$ cat src/rtl/midi_msg_scheduler_if.sv
// Byte stream from the MIDI message scheduler to the UART transmitter.
// The scheduler is the master: it presents byte_out/byte_valid and the
// transmitter answers with byte_ready in the cycle it takes the byte.
interface midi_msg_scheduler_if;
  logic [7:0] byte_out;
  logic       byte_valid;
  logic       byte_ready;

  modport master (output byte_out, output byte_valid, input byte_ready);
  modport slave  (input byte_out, input byte_valid, output byte_ready);
endinterface

$ cat src/rtl/midi_msg_scheduler.sv
// MIDI message scheduler: turns a debounced key bitmap into note-on and
// note-off messages, plus program-change requests, and streams the bytes
// out one at a time over a valid/ready handshake.
// The program number input is named prog_num because "program" is a
// reserved word in SystemVerilog.
module midi_msg_scheduler #(
  parameter int unsigned BASE_NOTE = 60,
  parameter logic [3:0]  CHANNEL   = 4'd0
) (
  input  logic                        clk,
  input  logic                        rst,
  input  logic                        ena,
  input  logic [9:0]                  key,
  input  logic [4:0]                  pitchshift,
  input  logic [7:0]                  volume,
  input  logic                        prog_req,
  input  logic [6:0]                  prog_num,
  output logic                        prog_ack,
  midi_msg_scheduler_if.master        tx,
  output logic                        busy,
  output logic [15:0]                 msg_cnt
);

  typedef enum logic [1:0] {IDLE, B0, B1, B2} state_t;
  typedef enum logic [1:0] {K_PROG, K_ON, K_OFF} kind_t;

  state_t      state;
  kind_t       kind;
  logic [3:0]  idx;
  logic [7:0]  byte1;
  logic [7:0]  byte2;
  logic [7:0]  out_q;
  logic        valid_q;
  logic [9:0]  sounding;
  logic [7:0]  num [10];

  logic [9:0]  desired;
  logic [9:0]  pend_off;
  logic [9:0]  pend_on;
  logic        off_any;
  logic        on_any;
  logic [3:0]  off_idx;
  logic [3:0]  on_idx;
  logic [9:0]  note_sum;
  logic [7:0]  note_on;
  logic [7:0]  velocity;

  assign tx.byte_out   = out_q;
  assign tx.byte_valid = valid_q;

  assign desired  = ena ? key : 10'b0;
  assign pend_off = sounding & ~desired;
  assign pend_on  = desired & ~sounding;

  // Lowest-index pending note-off and note-on, found fresh every cycle.
  always_comb begin
    off_any = 1'b0;
    on_any  = 1'b0;
    off_idx = 4'd0;
    on_idx  = 4'd0;
    for (int i = 9; i >= 0; i--) begin
      if (pend_off[i]) begin
        off_any = 1'b1;
        off_idx = 4'(i);
      end
      if (pend_on[i]) begin
        on_any = 1'b1;
        on_idx = 4'(i);
      end
    end
  end

  // Note number and velocity for a candidate note-on, saturated to the MIDI range.
  always_comb begin
    note_sum = 10'(BASE_NOTE) + 10'(pitchshift) + 10'(on_idx);
    note_on  = (note_sum > 10'd127) ? 8'd127 : {1'b0, note_sum[6:0]};
    velocity = (volume[7:1] == 7'd0) ? 8'd1 : {1'b0, volume[7:1]};
  end

  // Scheduler: pick and latch a message in IDLE, then hand out its bytes.
  always_ff @(posedge clk or posedge rst) begin
    if (rst) begin
      state    <= IDLE;
      kind     <= K_PROG;
      idx      <= 4'd0;
      byte1    <= 8'd0;
      byte2    <= 8'd0;
      out_q    <= 8'd0;
      valid_q  <= 1'b0;
      busy     <= 1'b0;
      prog_ack <= 1'b0;
      msg_cnt  <= 16'd0;
      sounding <= 10'd0;
      for (int i = 0; i < 10; i++) num[i] <= 8'd0;
    end else begin
      prog_ack <= 1'b0;
      case (state)
        IDLE: begin
          if (prog_req) begin
            kind    <= K_PROG;
            out_q   <= {4'hC, CHANNEL};
            byte1   <= {1'b0, prog_num};
            byte2   <= 8'd0;
            valid_q <= 1'b1;
            busy    <= 1'b1;
            state   <= B0;
          end else if (off_any) begin
            kind    <= K_OFF;
            idx     <= off_idx;
            out_q   <= {4'h8, CHANNEL};
            byte1   <= num[off_idx];
            byte2   <= 8'h40;
            valid_q <= 1'b1;
            busy    <= 1'b1;
            state   <= B0;
          end else if (on_any) begin
            kind        <= K_ON;
            idx         <= on_idx;
            out_q       <= {4'h9, CHANNEL};
            byte1       <= note_on;
            byte2       <= velocity;
            num[on_idx] <= note_on;
            valid_q     <= 1'b1;
            busy        <= 1'b1;
            state       <= B0;
          end
        end
        B0: begin
          if (tx.byte_ready) begin
            out_q <= byte1;
            state <= B1;
          end
        end
        B1: begin
          if (tx.byte_ready) begin
            if (kind == K_PROG) begin
              out_q    <= 8'd0;
              valid_q  <= 1'b0;
              busy     <= 1'b0;
              prog_ack <= 1'b1;
              msg_cnt  <= msg_cnt + 16'd1;
              state    <= IDLE;
            end else begin
              out_q <= byte2;
              state <= B2;
            end
          end
        end
        B2: begin
          if (tx.byte_ready) begin
            out_q   <= 8'd0;
            valid_q <= 1'b0;
            busy    <= 1'b0;
            msg_cnt <= msg_cnt + 16'd1;
            if (kind == K_ON) sounding[idx] <= 1'b1;
            else              sounding[idx] <= 1'b0;
            state   <= IDLE;
          end
        end
        default: state <= IDLE;
      endcase
    end
  end

endmodule
$ cat src/flat_wrapper.sv
// flat-port wrapper written by rule: the top's interface ports become plain ports
module midi_msg_scheduler_flat 
#(
  parameter int unsigned BASE_NOTE = 60,
  parameter logic [3:0]  CHANNEL   = 4'd0
)
  (clk, rst, ena, key, pitchshift, volume, prog_req, prog_num, prog_ack, busy, msg_cnt, tx_byte_out, tx_byte_valid, tx_byte_ready);
  midi_msg_scheduler_if tx_i ();
  input  logic clk;
  input  logic rst;
  input  logic ena;
  input  logic [9:0] key;
  input  logic [4:0] pitchshift;
  input  logic [7:0] volume;
  input  logic prog_req;
  input  logic [6:0] prog_num;
  output logic prog_ack;
  output logic busy;
  output logic [15:0] msg_cnt;
  output wire logic [$bits(tx_i.byte_out)-1:0] tx_byte_out;
  output wire logic [$bits(tx_i.byte_valid)-1:0] tx_byte_valid;
  input wire logic [$bits(tx_i.byte_ready)-1:0] tx_byte_ready;
  assign tx_byte_out = tx_i.byte_out;
  assign tx_byte_valid = tx_i.byte_valid;
  assign tx_i.byte_ready = tx_byte_ready;
  midi_msg_scheduler #(.BASE_NOTE(BASE_NOTE), .CHANNEL(CHANNEL)) u_core (.clk(clk), .rst(rst), .ena(ena), .key(key), .pitchshift(pitchshift), .volume(volume), .prog_req(prog_req), .prog_num(prog_num), .prog_ack(prog_ack), .tx(tx_i), .busy(busy), .msg_cnt(msg_cnt));
endmodule
$ cat config.mk
export PLATFORM = sky130hd
export DESIGN_NAME = midi_msg_scheduler_flat
export DESIGN_NICKNAME = d
export VERILOG_FILES = /design/src/rtl/midi_msg_scheduler_if.sv /design/src/rtl/midi_msg_scheduler.sv /design/src/flat_wrapper.sv
export SDC_FILE = /design/constraint.sdc
export NUM_CORES = 1
export LEC_CHECK = 0
export CAP_MARGIN = 20
export CORE_MARGIN = 2
export CORE_UTILIZATION = 50
export CTS_CLUSTER_DIAMETER = 40
export DETAILED_ROUTE_END_ITERATION = 10
export DONT_BUFFER_PORTS = 1
export PLACE_DENSITY_LB_ADDON = 0.1
export REMOVE_ABC_BUFFERS = 1
export SLEW_MARGIN = 30
export SYNTH_ARGS = -nofsm -noshare
export SYNTH_HDL_FRONTEND = slang
export SYNTH_SLANG_ARGS = --single-unit
$ cat constraint.sdc
create_clock -name clk -period 8.4 [get_ports clk]
set_input_delay 2.1 -clock clk [delete_from_list [all_inputs] [get_ports clk]]
set_output_delay 2.1 -clock clk [all_outputs]
set_load 0.02 [all_outputs]
# Word level (Yosys, flattened, before mapping)
# Cells that the tools add are included.
[word_totals] mem_count=0 rom_bits=0 latchBits=0 output_inout_bits=27 elab_cells=157 register_bits=140 ram_bits=0
[op_classes] addsub=3 n_mux=92 order_cmp=6 n_eq_ne=9 n_mul=0 n_reduce_logical=16 shift=0 bitwise_logic=11 n_div=0
[ops] op="two-way mux 8 bit" n=16
[ops] op="two-way mux 4 bit" n=22
[ops] op="bitwise mux 80 bit" n=1
[ops] op="two-way mux 16 bit" n=3
[ops] op="binary-select mux 8 bit (select 4 bit)" n=1
[ops] op="demux 8 bit (select 4 bit)" n=1
[ops] op="case mux 16 bit (2 select lines)" n=1
[ops] op="case mux 8 bit (4 select lines)" n=1
[ops] op="AND 10 bit" n=3
[ops] op="two-way mux 1 bit" n=30
[ops] op="inverter 10 bit" n=3
[ops] op="two-way mux 10 bit" n=2
[ops] op="two-way mux 2 bit" n=9
[ops] op="adder 16 x 1 -> 16 bit (second input constant)" n=1
[ops] op="two-way mux 7 bit" n=2
[ops] op="AND reduction 4 bit" n=3
[ops] op="adder 10 x 4 -> 10 bit" n=1
[ops] op="greater-or-equal comparator 5 bit (second input constant)" n=2
[ops] op="greater-than comparator 10 x 7 -> 1 bit (second input constant)" n=1
[ops] op="inverter 4 -> 5 bit" n=2
[ops] op="OR 10 bit" n=1
[ops] op="case mux 2 bit (4 select lines)" n=1
[ops] op="adder 6 x 5 -> 7 bit (first input constant)" n=1
[ops] op="zero test 7 bit" n=1
[ops] op="18 further kinds" n=28

# Longest topological paths before layout
# Gate-level depths: netlist of run 1.
[depth] ltp_word=19 depth_mapped=16

# Worst setup path after synthesis of run 1
# No wires, ideal clock.
[synth_timing] path_type="input port to flip-flop" start="input key[8]" end="register u_core.num[22] (netlist name)" cell_stages=15 path_slack_ns=3.589 setup_ns=0.065 t_arrival_ns=4.746 path_cell_list="nor2b_1 -> o21ai_0 -> a21oi_1 -> o21ai_0 -> o2111ai_1 -> inv_1 -> ha_1 -> inv_1 -> fa_1 -> nor2b_1 -> o21ai_0 -> a211oi_1 -> mux2i_1 -> clkbuf_1 -> mux2_2"
[synth_via] elab_chain_cells=17
[synth_rtl] element="from (decl)" line_no="flat_wrapper.sv:12" source="input logic [9:0] key;"
[synth_rtl] element="two-way mux 10 bit *" line_no="midi_msg_scheduler.sv:51" source="assign desired = ena ? key : 10'b0;"
[synth_rtl] element="branches (longest 16 deep; another with adder 10 x 4 -> 10 bit)"
[synth_rtl] element="to (signal, indexed assignment)" line_no="midi_msg_scheduler.sv:122" source="num[on_idx] <= note_on;"
[synth_rtl] element="to (decl)" line_no="midi_msg_scheduler.sv:35" source="logic [7:0] num [10];"
# Mark *: on every way between the ends.
# A chain may end at the register's enable or synchronous reset.

# Worst setup path in the final report of run 1
[layout_timing] start="input key[8]" end="register u_core.byte1[6]"
[layout_via] elab_chain_cells=18
[layout_rtl] element="two-way mux 10 bit *" line_no="midi_msg_scheduler.sv:51"
[layout_rtl] element="branches (longest 17 deep; another with adder 10 x 4 -> 10 bit)"
[layout_rtl] element="to (signal assigned)" line_no="midi_msg_scheduler.sv:102" source="byte1 <= {1'b0, prog_num};"
[layout_rtl] element="to (signal assigned)" line_no="midi_msg_scheduler.sv:111" source="byte1 <= num[off_idx];"
[layout_rtl] element="to (signal assigned)" line_no="midi_msg_scheduler.sv:120" source="byte1 <= note_on;"
[layout_rtl] element="to (decl)" line_no="midi_msg_scheduler.sv:30" source="logic [7:0] byte1;"
# Mark *: on every way between the ends. The select of a mux whose other input is x is not followed.

==> results of run 1 <==
==> report_power, final <==
part / internal [mW] / leakage (nW) / switching (mW)
clock network: 0.490 / 0.290 / 0.249
registers: 0.851 / 1.65 / 0.192
logic: 0.428 / 1.43 / 0.549
total: 1.77 / 3.38 / 0.990
==> layer usage <==
layer	vias up	global-route usage [%]	share of wire, %
met5	-	0	0
met4	0	11.6	2.9
met3	40	4.25	4.9
met2	156	37.5	50
met1	2420	29.0	42
li1	2229	-	-
==> sequential cells by signal (all words and copies together) (netlist names) <==
| name | flops |
|---|---|
| u_core.byte2 | 7 |
| u_core.kind | 2 |
| u_core.num | 70 |
| u_core.msg_cnt | 16 |
| u_core.idx | 4 |
| u_core.byte1 | 7 |
| u_core.tx.byte_out | 8 |
| u_core.sounding | 10 |
| u_core.busy | 1 |
| u_core.state | 2 |
| u_core.prog_ack | 1 |
==> area by class of cell <==
cell class | count | share of cell area [%]
Tap cell | 176 | 2.95
Timing Repair Buffer | 6 | 0.604
Clock buffer | 22 | 6.49
Multi-Input combinational cell | 444 | 44.7
Inverter | 16 | 0.839
Sequential cell | 128 | 42.9
Clock inverter | 6 | 1.44
==> cell usage in the layout, fill, tap and decap left out, types with 6 or more instances in the layout <==
cell / n
sky130_fd_sc_hd__buf_4: 6
sky130_fd_sc_hd__nor2b_1: 14
sky130_fd_sc_hd__nor3_1: 9
sky130_fd_sc_hd__inv_1: 15
sky130_fd_sc_hd__xor2_1: 6
sky130_fd_sc_hd__xnor2_1: 9
sky130_fd_sc_hd__o21ai_0: 33
sky130_fd_sc_hd__a21oi_1: 14
sky130_fd_sc_hd__dfrtp_1: 128
sky130_fd_sc_hd__mux2i_1: 27
sky130_fd_sc_hd__a21o_1: 7
sky130_fd_sc_hd__mux2_2: 77
sky130_fd_sc_hd__nor2_1: 28
sky130_fd_sc_hd__nand3_1: 15
sky130_fd_sc_hd__a22oi_1: 6
sky130_fd_sc_hd__clkbuf_16: 17
sky130_fd_sc_hd__a22o_1: 7
sky130_fd_sc_hd__o32ai_1: 9
sky130_fd_sc_hd__a21bo_2: 6
sky130_fd_sc_hd__nand2b_1: 8
sky130_fd_sc_hd__mux2_1: 6
sky130_fd_sc_hd__and3_1: 21
sky130_fd_sc_hd__ha_1: 7
sky130_fd_sc_hd__nand2_1: 61
==> worst register-to-register path, cell delays in order (launching register included) <==
cell and delay, ns:
sky130_fd_sc_hd__dfrtp_1 0.42, sky130_fd_sc_hd__nand2b_1 0.16, sky130_fd_sc_hd__o21ai_0 0.18, sky130_fd_sc_hd__a21oi_1 0.11, sky130_fd_sc_hd__o21ai_0 0.22, sky130_fd_sc_hd__o2111ai_1 0.38, sky130_fd_sc_hd__inv_1 0.14, sky130_fd_sc_hd__ha_1 0.17
sky130_fd_sc_hd__inv_1 0.05, sky130_fd_sc_hd__fa_1 0.38, sky130_fd_sc_hd__nor2b_1 0.14, sky130_fd_sc_hd__o21ai_0 0.14, sky130_fd_sc_hd__a211oi_1 0.32, sky130_fd_sc_hd__mux2i_1 0.23, sky130_fd_sc_hd__buf_4 0.19, sky130_fd_sc_hd__o21ai_0 0.09
sky130_fd_sc_hd__and3_1 0.19, sky130_fd_sc_hd__o32ai_1 0.10
==> worst max-delay path by stage <==
stage | start | to
detailed placement | key[8] | u_core.byte1[6]
floorplan | rst | u_core.busy
global placement | key[8] | u_core.byte1[6]
global route | key[8] | u_core.byte1[6]
CTS | key[8] | u_core.byte1[6]
finish | key[8] | u_core.byte1[6]
==> kinds of logic (layout without fill, tap and decap cells) <==
family          Yosys count  count (layout)
flops                   128             128
mux                     110             110
simple gates            184             184
xor+xnor                 15              15
compound gates          127             127
fa+ha+maj                 8               8
buf+inv                  44              50
==> run_summary.xml, run 1 <==
<?xml version="1.0" encoding="UTF-8"?>
<metrics>
  <group name="synthesis">
    <metric name="post_synthesis_mean_instance_area" unit="µm²">11.0</metric>
    <metric name="yosys.area.top_type" unit="">sky130_fd_sc_hd__dfrtp_1</metric>
    <metric name="most_area_consuming_cells_after_synthesis" unit="">sky130_fd_sc_hd__dfrtp_1, sky130_fd_sc_hd__mux2_2, sky130_fd_sc_hd__mux2i_1</metric>
    <metric name="yosys_most_used_dff" unit="">sky130_fd_sc_hd__dfrtp_1</metric>
    <metric name="synth.top_cell.area_share" unit="%">47.4</metric>
    <metric name="post_synth_and_or_nand_nor_area_fraction" unit="%">14.2</metric>
    <metric name="synth.ff_latch_count" unit="">128</metric>
    <metric name="yosys_warnings" unit="">0</metric>
    <metric name="ys_async_sr_fraction" unit="%">100</metric>
    <metric name="synth-adder-area-share" unit="%">1.59</metric>
    <metric name="synthMuxAreaShare" unit="%">17.8</metric>
    <metric name="synth_enable_flop_cells" unit="">0</metric>
    <metric name="yosysMostFrequentCell" unit="">sky130_fd_sc_hd__dfrtp_1</metric>
    <metric name="count_of_cell_types_in_the_netlist" unit="">74</metric>
    <metric name="synth_area" unit="mm²">0.00675</metric>
    <metric name="synth_sequential_area_ratio" unit="%">47.4</metric>
    <metric name="combinational_family_with_the_most_area_after_synthesis" unit="">multiplexers</metric>
    <metric name="number_of_cells_produced_by_synthesis" unit="">616</metric>
    <metric name="top_cells_by_count_synth" unit="">sky130_fd_sc_hd__dfrtp_1, sky130_fd_sc_hd__mux2_2, sky130_fd_sc_hd__nand2_1, sky130_fd_sc_hd__o21ai_0, sky130_fd_sc_hd__nor2_1</metric>
    <metric name="synth_xor_xnor_area_share" unit="%">1.95</metric>
    <metric name="synthesized_area_fraction_occupied_by_ao_oa_aoi_and_oai_cells" unit="%">13.9</metric>
  </group>
  <group name="grt">
    <metric name="grt_remaining_overflow" unit="">0</metric>
    <metric name="grt_antenna_before_repair" unit="">0</metric>
    <metric name="grt_max_degree" unit="">66</metric>
    <metric name="grt_usage" unit="%">22.8</metric>
    <metric name="grt_pass1_vias" unit="">4788</metric>
    <metric name="grt_pass1_wl" unit="µm">25200</metric>
  </group>
  <group name="clocking">
    <metric name="cts_root_buffer" unit="">sky130_fd_sc_hd__clkbuf_16</metric>
    <metric name="tritoncts" unit="">yes</metric>
    <metric name="cts_max_path_buffers" unit="">2</metric>
    <metric name="worst_skew_pair.late_latency" unit="ns">0.42</metric>
    <metric name="total_of_hold_buffers_inserted_after_clock_tree_synthesis" unit="">0</metric>
    <metric name="cts_resized" unit="">0</metric>
    <metric name="cts.clk_slew.worst_paths" unit="ns">0.05</metric>
    <metric name="post_cts.repair.setup_buffers" unit="">0</metric>
    <metric name="cts.sinks" unit="">128</metric>
    <metric name="clock_tree.htree_level_count" unit="">4</metric>
    <metric name="tritoncts.num_buffers" unit="">17</metric>
  </group>
  <group name="drt">
    <metric name="antenna_violating_nets_post_route" unit="">0</metric>
    <metric name="wire_per_inst" unit="µm">19.9</metric>
    <metric name="vias" unit="">4845</metric>
    <metric name="wl" unit="µm">15900</metric>
    <metric name="first_iter_violations" unit="">348</metric>
    <metric name="via_per_inst" unit="">6.07</metric>
    <metric name="remaining_drc_errors" unit="">0</metric>
    <metric name="detail_route.first_pass.iterations" unit="">5</metric>
  </group>
  <group name="worst_setup_path">
    <metric name="critPathArrivalTime" unit="ns">5.29</metric>
    <metric name="crit_path_max_incr_delay" unit="ns">0.38</metric>
    <metric name="ff2ff_setup_slack" unit="ns">4.67</metric>
    <metric name="timing.critical_path.fanout_max" unit="">11</metric>
    <metric name="crit_path_top_delay_cell" unit="">sky130_fd_sc_hd__o2111ai_1</metric>
    <metric name="worstSetupPathType" unit="">in -&gt; reg</metric>
    <metric name="worstPathCellList" unit="">nor2b_1, o21ai_0, a21oi_1, o21ai_0, o2111ai_1, inv_1, ha_1, inv_1, fa_1, nor2b_1, o21ai_0, a211oi_1, mux2i_1, buf_4, o21ai_0, and3_1, o32ai_1</metric>
    <metric name="cp-end-kind" unit="">flop</metric>
    <metric name="reg2reg_from" unit="">u_core.sounding[9]</metric>
    <metric name="crit_top_cell" unit="">sky130_fd_sc_hd__o21ai_0</metric>
    <metric name="required_time_at_the_endpoint_of_the_critical_path" unit="ns">8.72</metric>
    <metric name="timing.critical_path.from_type" unit="">input pin</metric>
    <metric name="buffers_and_inverters_on_the_worst_path" unit="">3</metric>
    <metric name="timing.reg2reg.worst_path_depth" unit="">17</metric>
    <metric name="r2r_end" unit="">u_core.byte1[6]</metric>
    <metric name="critical_path_cell_count" unit="">17</metric>
    <metric name="critical_path.top_delay_family" unit="">compound AO/OA/AOI/OAI gates</metric>
  </group>
  <group name="final_layout">
    <metric name="finish.instance_area" unit="mm²">0.00746</metric>
    <metric name="layout.core_utilization" unit="%">56.3</metric>
    <metric name="area.sequential" unit="mm²">0.00320</metric>
    <metric name="multi_input_combinational_cell_area" unit="mm²">0.00334</metric>
    <metric name="drive_gt1_share" unit="%">22.0</metric>
    <metric name="area.growth.synth_to_final" unit="%">10.5</metric>
    <metric name="fin_nets" unit="">656</metric>
    <metric name="num_antenna_cells" unit="">0</metric>
    <metric name="nFillCells" unit="">1155</metric>
    <metric name="layoutNonFillerInstCount" unit="">798</metric>
  </group>
  <group name="sta">
    <metric name="slew_viol_final" unit="">0</metric>
    <metric name="timing.clock.skew" unit="ns">0.00763</metric>
    <metric name="setup-violations-final" unit="">0</metric>
    <metric name="finalCritPeriodShare" unit="%">59.2</metric>
    <metric name="timing_hold_violations_final" unit="">0</metric>
    <metric name="period_needed" unit="ns">4.97</metric>
    <metric name="setup_repair_after_global_routing_missed_its_margin" unit="">false</metric>
    <metric name="setup-tns-final" unit="ns">0</metric>
    <metric name="worst_hold_slack" unit="ns">0.480</metric>
    <metric name="timing.max_slew.rel_slack" unit="%">35.0</metric>
    <metric name="worst_pin_slew" unit="ns">0.972</metric>
    <metric name="clock.fmax" unit="MHz">201</metric>
    <metric name="least_setup_slack_across_all_paths_after_layout" unit="ns">3.43</metric>
  </group>
  <group name="floorplanning">
    <metric name="io_pins" unit="">62</metric>
    <metric name="rows" unit="">42</metric>
    <metric name="die_width" unit="µm">120</metric>
    <metric name="initial_utilization" unit="%">51.0</metric>
    <metric name="placeableCoreArea" unit="mm²">0.0132</metric>
    <metric name="die-area" unit="mm²">0.0145</metric>
    <metric name="dieHeight" unit="µm">120</metric>
  </group>
  <group name="placed_design">
    <metric name="gpl.final_weighted_congestion" unit="">0.874</metric>
    <metric name="postPlaceCellArea" unit="mm²">0.00687</metric>
    <metric name="dp_worst_setup_slack" unit="ns">3.03</metric>
    <metric name="placement.io_buffers" unit="">0</metric>
    <metric name="post-place-cells" unit="">770</metric>
    <metric name="hpwl" unit="µm">11000</metric>
  </group>
  <group name="min_path">
    <metric name="hold_path_end" unit="">u_core.num[3]</metric>
    <metric name="worstHoldPathType" unit="">reg -&gt; reg</metric>
    <metric name="min_delay_path_depth" unit="">1</metric>
    <metric name="min_from" unit="">u_core.num[3]</metric>
  </group>
  <group name="job">
    <metric name="max_cap_violations" unit="">0</metric>
  </group>
  <group name="power">
    <metric name="vdd.ir_drop.worst" unit="mV">0.156</metric>
    <metric name="power_density" unit="mW/mm²">370</metric>
    <metric name="fin_total_pwr" unit="mW">2.76</metric>
    <metric name="power.static_leakage" unit="nW">3.38</metric>
  </group>
  <group name="outcome">
    <metric name="status" unit="">finished, final reports clean</metric>
  </group>
</metrics>
(Power assumes the default switching activity.)
==> inputs of run 2 (changes only) <==
clock period = 4.2 ns   (was 8.4 ns; I/O delays follow)
==> run 2 against run 1 <==
Compared with the run above: sequential share of layout area decreased by 0.40 points; clock skew decreased by 0.00082 ns; critical endpoint unchanged; register-to-register slack got worse by 4.0 ns.
==> run_summary.xml, run 2 (synthesis gave the netlist of run 1 again) <==
<?xml version="1.0" encoding="UTF-8"?>
<metrics>
  <group name="outcome">
    <metric name="status" unit="">finished, final reports clean</metric>
  </group>
  <group name="min_path">
    <metric name="min_from" unit="">u_core.byte2[0]</metric>
    <metric name="worstHoldPathType" unit="">reg -&gt; reg</metric>
  </group>
  <group name="clocking">
    <metric name="worst_skew_pair.late_latency" unit="ns">0.41</metric>
    <metric name="cts.clk_slew.worst_paths" unit="ns">0.06</metric>
    <metric name="tritoncts" unit="">yes</metric>
    <metric name="post_cts.repair.setup_buffers" unit="">0</metric>
    <metric name="cts_resized" unit="">0</metric>
    <metric name="tritoncts.num_buffers" unit="">17</metric>
    <metric name="cts.sinks" unit="">128</metric>
    <metric name="cts_max_path_buffers" unit="">2</metric>
    <metric name="total_of_hold_buffers_inserted_after_clock_tree_synthesis" unit="">0</metric>
    <metric name="cts_root_buffer" unit="">sky130_fd_sc_hd__clkbuf_16</metric>
    <metric name="clock_tree.htree_level_count" unit="">4</metric>
  </group>
  <group name="final_layout">
    <metric name="num_antenna_cells" unit="">0</metric>
    <metric name="most_common_cell_after_layout_fill_and_taps_aside" unit="">sky130_fd_sc_hd__dfrtp_1</metric>
    <metric name="largest_register_ffs" unit="">70</metric>
    <metric name="area.sequential" unit="mm²">0.00320</metric>
    <metric name="drive_gt1_share" unit="%">22.8</metric>
    <metric name="nFillCells" unit="">1140</metric>
    <metric name="area.growth.synth_to_final" unit="%">11.5</metric>
    <metric name="most-common-layout-cells" unit="">sky130_fd_sc_hd__dfrtp_1, sky130_fd_sc_hd__mux2_2, sky130_fd_sc_hd__nand2_1</metric>
    <metric name="multi_input_combinational_cell_area" unit="mm²">0.00334</metric>
    <metric name="fin_nets" unit="">663</metric>
    <metric name="regMostFlops" unit="">u_core.num</metric>
    <metric name="largest_registers" unit="">u_core.num: 70 flops, u_core.msg_cnt: 16 flops, u_core.sounding: 10 flops</metric>
  </group>
  <group name="worst_setup_path">
    <metric name="buffers_and_inverters_on_the_worst_path" unit="">2</metric>
    <metric name="required_time_at_the_endpoint_of_the_critical_path" unit="ns">4.51</metric>
    <metric name="worstSetupPathType" unit="">in -&gt; reg</metric>
    <metric name="crit_top_cell" unit="">sky130_fd_sc_hd__o21ai_0</metric>
    <metric name="timing.critical_path.fanout_max" unit="">3</metric>
    <metric name="critPathArrivalTime" unit="ns">4.05</metric>
    <metric name="reg2reg_from" unit="">u_core.sounding[9]</metric>
    <metric name="worstPathCellList" unit="">nor2b_1, o21ai_0, a21oi_1, o21ai_0, o2111ai_1, inv_1, ha_1, inv_1, fa_1, nor2b_1, o21ai_0, a211oi_1, mux2i_1, o21ai_0, and3_1, o32ai_1</metric>
    <metric name="timing.critical_path.from_type" unit="">input pin</metric>
    <metric name="critical_path.top_delay_family" unit="">compound AO/OA/AOI/OAI gates</metric>
    <metric name="crit_path_max_incr_delay" unit="ns">0.38</metric>
    <metric name="cp-end-kind" unit="">flop</metric>
    <metric name="worst_setup_path_startpoint" unit="">key[8]</metric>
    <metric name="crit_path_top_delay_cell" unit="">sky130_fd_sc_hd__mux2i_1</metric>
  </group>
  <group name="power">
    <metric name="pwr-share-clk" unit="%">26.6</metric>
    <metric name="total_switching_power" unit="mW">1.99</metric>
    <metric name="power.switching_fraction" unit="%">35.9</metric>
    <metric name="vdd.ir_drop.worst" unit="mV">0.299</metric>
    <metric name="fin_total_pwr" unit="mW">5.54</metric>
    <metric name="power_frac_seq" unit="%">37.6</metric>
    <metric name="cell_internal_pwr" unit="mW">3.55</metric>
    <metric name="power.static_leakage" unit="nW">3.42</metric>
    <metric name="power_density" unit="mW/mm²">736</metric>
    <metric name="power.share.combinational" unit="%">35.8</metric>
  </group>
  <group name="floorplanning">
    <metric name="initial_utilization" unit="%">51.0</metric>
    <metric name="io_pins" unit="">62</metric>
    <metric name="rows" unit="">42</metric>
    <metric name="die_width" unit="µm">120</metric>
    <metric name="die-area" unit="mm²">0.0145</metric>
    <metric name="placeableCoreArea" unit="mm²">0.0132</metric>
    <metric name="dieHeight" unit="µm">120</metric>
  </group>
  <group name="job">
    <metric name="max_cap_violations" unit="">0</metric>
  </group>
  <group name="drt">
    <metric name="detail_route.first_pass.iterations" unit="">5</metric>
    <metric name="via_per_inst" unit="">5.99</metric>
    <metric name="wl" unit="µm">16000</metric>
    <metric name="vias" unit="">4841</metric>
    <metric name="remaining_drc_errors" unit="">0</metric>
    <metric name="antenna_violating_nets_post_route" unit="">0</metric>
    <metric name="wire_per_inst" unit="µm">19.8</metric>
    <metric name="first_iter_violations" unit="">338</metric>
  </group>
  <group name="sta">
    <metric name="timing.max_slew.rel_slack" unit="%">46.3</metric>
    <metric name="timing.clock.skew" unit="ns">0.00681</metric>
    <metric name="timing_hold_violations_final" unit="">0</metric>
    <metric name="finalCritPeriodShare" unit="%">89.2</metric>
    <metric name="period_needed" unit="ns">3.75</metric>
    <metric name="setup-violations-final" unit="">0</metric>
    <metric name="slew_viol_final" unit="">0</metric>
    <metric name="worst_pin_slew" unit="ns">0.803</metric>
    <metric name="clock.fmax" unit="MHz">267</metric>
    <metric name="worst_hold_slack" unit="ns">0.476</metric>
    <metric name="setup_repair_after_global_routing_missed_its_margin" unit="">false</metric>
  </group>
  <group name="grt">
    <metric name="grt_max_degree" unit="">69</metric>
    <metric name="grt_remaining_overflow" unit="">0</metric>
    <metric name="grt_pass1_wl" unit="µm">25600</metric>
    <metric name="grt_usage" unit="%">23.2</metric>
    <metric name="grt_antenna_before_repair" unit="">0</metric>
    <metric name="grt_pass1_vias" unit="">4889</metric>
  </group>
  <group name="placed_design">
    <metric name="gpl.final_weighted_congestion" unit="">0.892</metric>
    <metric name="hpwl" unit="µm">11300</metric>
    <metric name="placement.io_buffers" unit="">0</metric>
  </group>
</metrics>
## run 2: cell types whose count changed in the layout (fill, tap and decap cells not counted), sizes merged
cell	change
buf	+7
clkbuf	+3
clkinv	+1
clkinvlp	-1
## run 2: through the flow
step                      util (%)  cell area (µm²)  cells  setup slack, ns  TNS, ns
after global routing          56.9             7530    808            0.211        0
after floorplan                  -             6600    588           -0.263   -33.62
after CTS                     56.9             7530    808            0.460        0
after global placement        52.4             6930    777            0.112        0
final                         56.9             7530    808            0.455        0
after detailed placement      52.4             6940    777           0.0680        0
## run 2: final cells by class
type                       count  area share (%)
multi-input combinational    444            44.4
sequential                   128            42.5
clock buffer                  25            6.45
tap                          176            2.92
timing repair buffer          13            1.46
clock inverter                 6            1.40
inverter                      16           0.831
## run 2: worst reg2reg max path: stages (launching register included)
cell and delay [ns]:
sky130_fd_sc_hd__dfrtp_1 0.42, sky130_fd_sc_hd__nand2b_1 0.17, sky130_fd_sc_hd__o21ai_0 0.21, sky130_fd_sc_hd__a21oi_1 0.12
sky130_fd_sc_hd__o21ai_0 0.23, sky130_fd_sc_hd__o2111ai_1 0.19, sky130_fd_sc_hd__inv_1 0.09, sky130_fd_sc_hd__ha_1 0.16
sky130_fd_sc_hd__inv_1 0.05, sky130_fd_sc_hd__fa_1 0.37, sky130_fd_sc_hd__nor2b_1 0.15, sky130_fd_sc_hd__o21ai_0 0.15
sky130_fd_sc_hd__a211oi_1 0.31, sky130_fd_sc_hd__mux2i_1 0.38, sky130_fd_sc_hd__o21ai_0 0.14, sky130_fd_sc_hd__and3_1 0.20
sky130_fd_sc_hd__o32ai_1 0.12
## run 2: per-layer routing
metal,up-vias,track usage (%),part of all wire [%]
met4,0,10.9,3.5
met5,-,0,0
met2,129,39.2,49
met3,38,4.86,4.2
met1,2427,28.6,43
li1,2247,-,-
## run 2: final timing paths
path | end | slack [ns] | cells after the start
setup / recovery | u_core.byte1[6] | 0.45 | 16
hold / removal | u_core.byte2[0] | 0.48 | 2
setup reg to reg | u_core.byte1[6] | 0.63 | 16
hold reg to reg | u_core.byte2[0] | 0.48 | 2
max in group asynchronous | u_core.num[28] | 2.75 | 2
min in group asynchronous | u_core.msg_cnt[2] | 0.63 | 1
## run 2: power by group through the flow
stage	Clock [mW]	Combinational, mW	Sequential [mW]
2_1_floorplan	0	1.48	2.00
3_3_place_gp	0	1.92	2.07
3_5_place_dp	0	1.97	2.10
4_1_cts	1.50	1.98	2.08
5_1_grt	1.56	2.17	2.15
6_report	1.48	1.98	2.08
==> inputs of run 3 (changes only) <==
SLEW_MARGIN = 20   (was 30)
==> run 3 against run 2 <==
Compared with the run above: sequential share of layout area fell by 0.21 points; cell area increased by 0.50%; first-iteration DRC count grew 20%; fmax grew 1.6%; global-route usage grew 0.38 points; count of clock-buffer cells in the layout is 6 lower; setup slack improved by 0.059 ns; die area unchanged; flip-flop and latch count is the same; hold slack barely moved; register-to-register slack improved by 0.06 ns.
==> run_summary.xml, run 3 (synthesis gave the netlist of run 1 again) <==
<?xml version="1.0" encoding="UTF-8"?>
<metrics>
  <group name="outcome">
    <metric name="status" unit="">finished, final reports clean</metric>
  </group>
  <group name="worst_setup_path">
    <metric name="buffers_and_inverters_on_the_worst_path" unit="">2</metric>
    <metric name="timing.critical_path.from_type" unit="">input pin</metric>
    <metric name="crit_path_top_delay_cell" unit="">sky130_fd_sc_hd__fa_1</metric>
    <metric name="crit_path_max_incr_delay" unit="ns">0.38</metric>
    <metric name="required_time_at_the_endpoint_of_the_critical_path" unit="ns">4.52</metric>
    <metric name="worstSetupPathType" unit="">in -&gt; reg</metric>
    <metric name="critical_path.top_delay_family" unit="">compound AO/OA/AOI/OAI gates</metric>
    <metric name="timing.critical_path.fanout_max" unit="">3</metric>
    <metric name="critPathArrivalTime" unit="ns">4.00</metric>
    <metric name="cp-end-kind" unit="">flop</metric>
    <metric name="worstPathCellList" unit="">nor2b_1, o21ai_0, a21oi_1, o21ai_0, o2111ai_1, inv_1, ha_1, inv_1, fa_1, nor2b_1, o21ai_0, a211oi_1, mux2i_1, o21ai_0, and3_1, o32ai_1</metric>
    <metric name="crit_top_cell" unit="">sky130_fd_sc_hd__o21ai_0</metric>
  </group>
  <group name="clocking">
    <metric name="tritoncts" unit="">yes</metric>
    <metric name="tritoncts.num_buffers" unit="">17</metric>
    <metric name="cts.sinks" unit="">128</metric>
    <metric name="worst_skew_pair.late_latency" unit="ns">0.42</metric>
    <metric name="cts_root_buffer" unit="">sky130_fd_sc_hd__clkbuf_16</metric>
    <metric name="clock_tree.htree_level_count" unit="">4</metric>
    <metric name="total_of_hold_buffers_inserted_after_clock_tree_synthesis" unit="">0</metric>
    <metric name="cts_resized" unit="">0</metric>
    <metric name="cts_max_path_buffers" unit="">2</metric>
    <metric name="cts.clk_slew.worst_paths" unit="ns">0.06</metric>
    <metric name="post_cts.repair.setup_buffers" unit="">0</metric>
  </group>
  <group name="job">
    <metric name="max_cap_violations" unit="">0</metric>
  </group>
  <group name="drt">
    <metric name="antenna_violating_nets_post_route" unit="">0</metric>
    <metric name="met1_length" unit="µm">6690</metric>
    <metric name="first_iter_violations" unit="">405</metric>
    <metric name="detail_route.first_pass.iterations" unit="">5</metric>
    <metric name="wl" unit="µm">16100</metric>
    <metric name="vias" unit="">4824</metric>
    <metric name="remaining_drc_errors" unit="">0</metric>
    <metric name="detailroute.wirelength.met3" unit="µm">759</metric>
    <metric name="route.top_layer_used" unit="">met4</metric>
    <metric name="via_per_inst" unit="">5.96</metric>
    <metric name="route.met2.wl" unit="µm">8120</metric>
    <metric name="wire_per_inst" unit="µm">19.9</metric>
  </group>
  <group name="grt">
    <metric name="grt_max_degree" unit="">69</metric>
    <metric name="grt_antenna_before_repair" unit="">0</metric>
    <metric name="grt_pass1_wl" unit="µm">26000</metric>
    <metric name="grt_pass1_vias" unit="">4912</metric>
    <metric name="grt_usage" unit="%">23.6</metric>
    <metric name="grt_remaining_overflow" unit="">0</metric>
  </group>
  <group name="power">
    <metric name="power.static_leakage" unit="nW">3.43</metric>
    <metric name="power.share.combinational" unit="%">35.1</metric>
    <metric name="cell_internal_pwr" unit="mW">3.58</metric>
    <metric name="power_frac_seq" unit="%">37.1</metric>
    <metric name="power.switching_fraction" unit="%">36.3</metric>
    <metric name="total_switching_power" unit="mW">2.04</metric>
    <metric name="vdd.ir_drop.worst" unit="mV">0.341</metric>
    <metric name="power_density" unit="mW/mm²">743</metric>
    <metric name="pwr-share-clk" unit="%">27.8</metric>
  </group>
  <group name="placed_design">
    <metric name="gpl.final_weighted_congestion" unit="">0.892</metric>
    <metric name="hpwl" unit="µm">11300</metric>
    <metric name="placement.io_buffers" unit="">0</metric>
  </group>
  <group name="final_layout">
    <metric name="fin_nets" unit="">663</metric>
    <metric name="largest_registers" unit="">u_core.num: 70 flops, u_core.msg_cnt: 16 flops, u_core.sounding: 10 flops</metric>
    <metric name="num_antenna_cells" unit="">0</metric>
    <metric name="largest_register_ffs" unit="">70</metric>
    <metric name="most_common_cell_after_layout_fill_and_taps_aside" unit="">sky130_fd_sc_hd__dfrtp_1</metric>
    <metric name="area.growth.synth_to_final" unit="%">12.1</metric>
    <metric name="regMostFlops" unit="">u_core.num</metric>
    <metric name="drive_gt1_share" unit="%">23.5</metric>
    <metric name="most-common-layout-cells" unit="">sky130_fd_sc_hd__dfrtp_1, sky130_fd_sc_hd__mux2_2, sky130_fd_sc_hd__nand2_1</metric>
  </group>
  <group name="floorplanning">
    <metric name="initial_utilization" unit="%">51.0</metric>
    <metric name="rows" unit="">42</metric>
    <metric name="die_width" unit="µm">120</metric>
    <metric name="dieHeight" unit="µm">120</metric>
    <metric name="placeableCoreArea" unit="mm²">0.0132</metric>
    <metric name="io_pins" unit="">62</metric>
    <metric name="die-area" unit="mm²">0.0145</metric>
  </group>
  <group name="sta">
    <metric name="setup-violations-final" unit="">0</metric>
    <metric name="timing.clock.skew" unit="ns">0.00668</metric>
    <metric name="period_needed" unit="ns">3.69</metric>
    <metric name="worst_pin_slew" unit="ns">0.800</metric>
    <metric name="worst_hold_slack" unit="ns">0.476</metric>
    <metric name="timing.max_slew.rel_slack" unit="%">46.5</metric>
    <metric name="setup_repair_after_global_routing_missed_its_margin" unit="">false</metric>
    <metric name="timing_hold_violations_final" unit="">0</metric>
    <metric name="finalCritPeriodShare" unit="%">87.8</metric>
    <metric name="clock.fmax" unit="MHz">271</metric>
    <metric name="slew_viol_final" unit="">0</metric>
    <metric name="setup-tns-final" unit="ns">0</metric>
  </group>
  <group name="min_path">
    <metric name="worstHoldPathType" unit="">reg -&gt; reg</metric>
  </group>
</metrics>
run 3: layout make-up:
type,instances,area (µm²)
clock buffer,19,443
clock inverter,13,185
fill,1136,5670
inverter,16,62.6
multi-input combinational,444,3340
sequential,128,3200
tap,176,220
timing repair buffer,13,110
run 3: path summary, 6_finish.rpt:
check | startpoint | endpoint | slack, ns | depth (start not counted)
max reg2reg | u_core.sounding[9] | u_core.byte1[6] | 0.69 | 16
max in group asynchronous | rst | u_core.num[41] | 2.73 | 2
min | u_core.num[3] | u_core.num[3] | 0.48 | 1
max | key[8] | u_core.byte1[6] | 0.51 | 16
min in group asynchronous | rst | u_core.msg_cnt[3] | 0.63 | 1
min reg2reg | u_core.num[3] | u_core.num[3] | 0.48 | 1
run 3: power by group through the flow:
stage / combinational [mW] / sequential [mW] / clock [mW]
after global placement: 1.92 / 2.07 / 0
after detailed placement: 1.97 / 2.10 / 0
final: 1.97 / 2.09 / 1.56
after floorplan: 1.48 / 2.00 / 0
after CTS: 1.99 / 2.08 / 1.58
after global routing: 2.18 / 2.15 / 1.64
run 3: routing by layer:
metal | up-vias | GRT usage, %
met2 | 106 | 40.1
met5 | - | 0
met3 | 34 | 5.52
li1 | 2250 | -
met1 | 2434 | 28.8
met4 | 0 | 10.2
run 3: per-stage QoR:
step | total power, mW | instances | util (%) | setup slack, ns | instance area, µm²
2_1_floorplan | 3.48 | 588 | - | -0.263 | 6600
4_1_cts | 5.65 | 809 | 57.1 | 0.503 | 7560
5_1_grt | 5.97 | 809 | 57.2 | 0.260 | 7570
3_3_place_gp | 3.99 | 777 | 52.4 | 0.112 | 6930
3_5_place_dp | 4.07 | 777 | 52.4 | 0.0782 | 6930
6_report | 5.63 | 809 | 57.2 | 0.513 | 7570
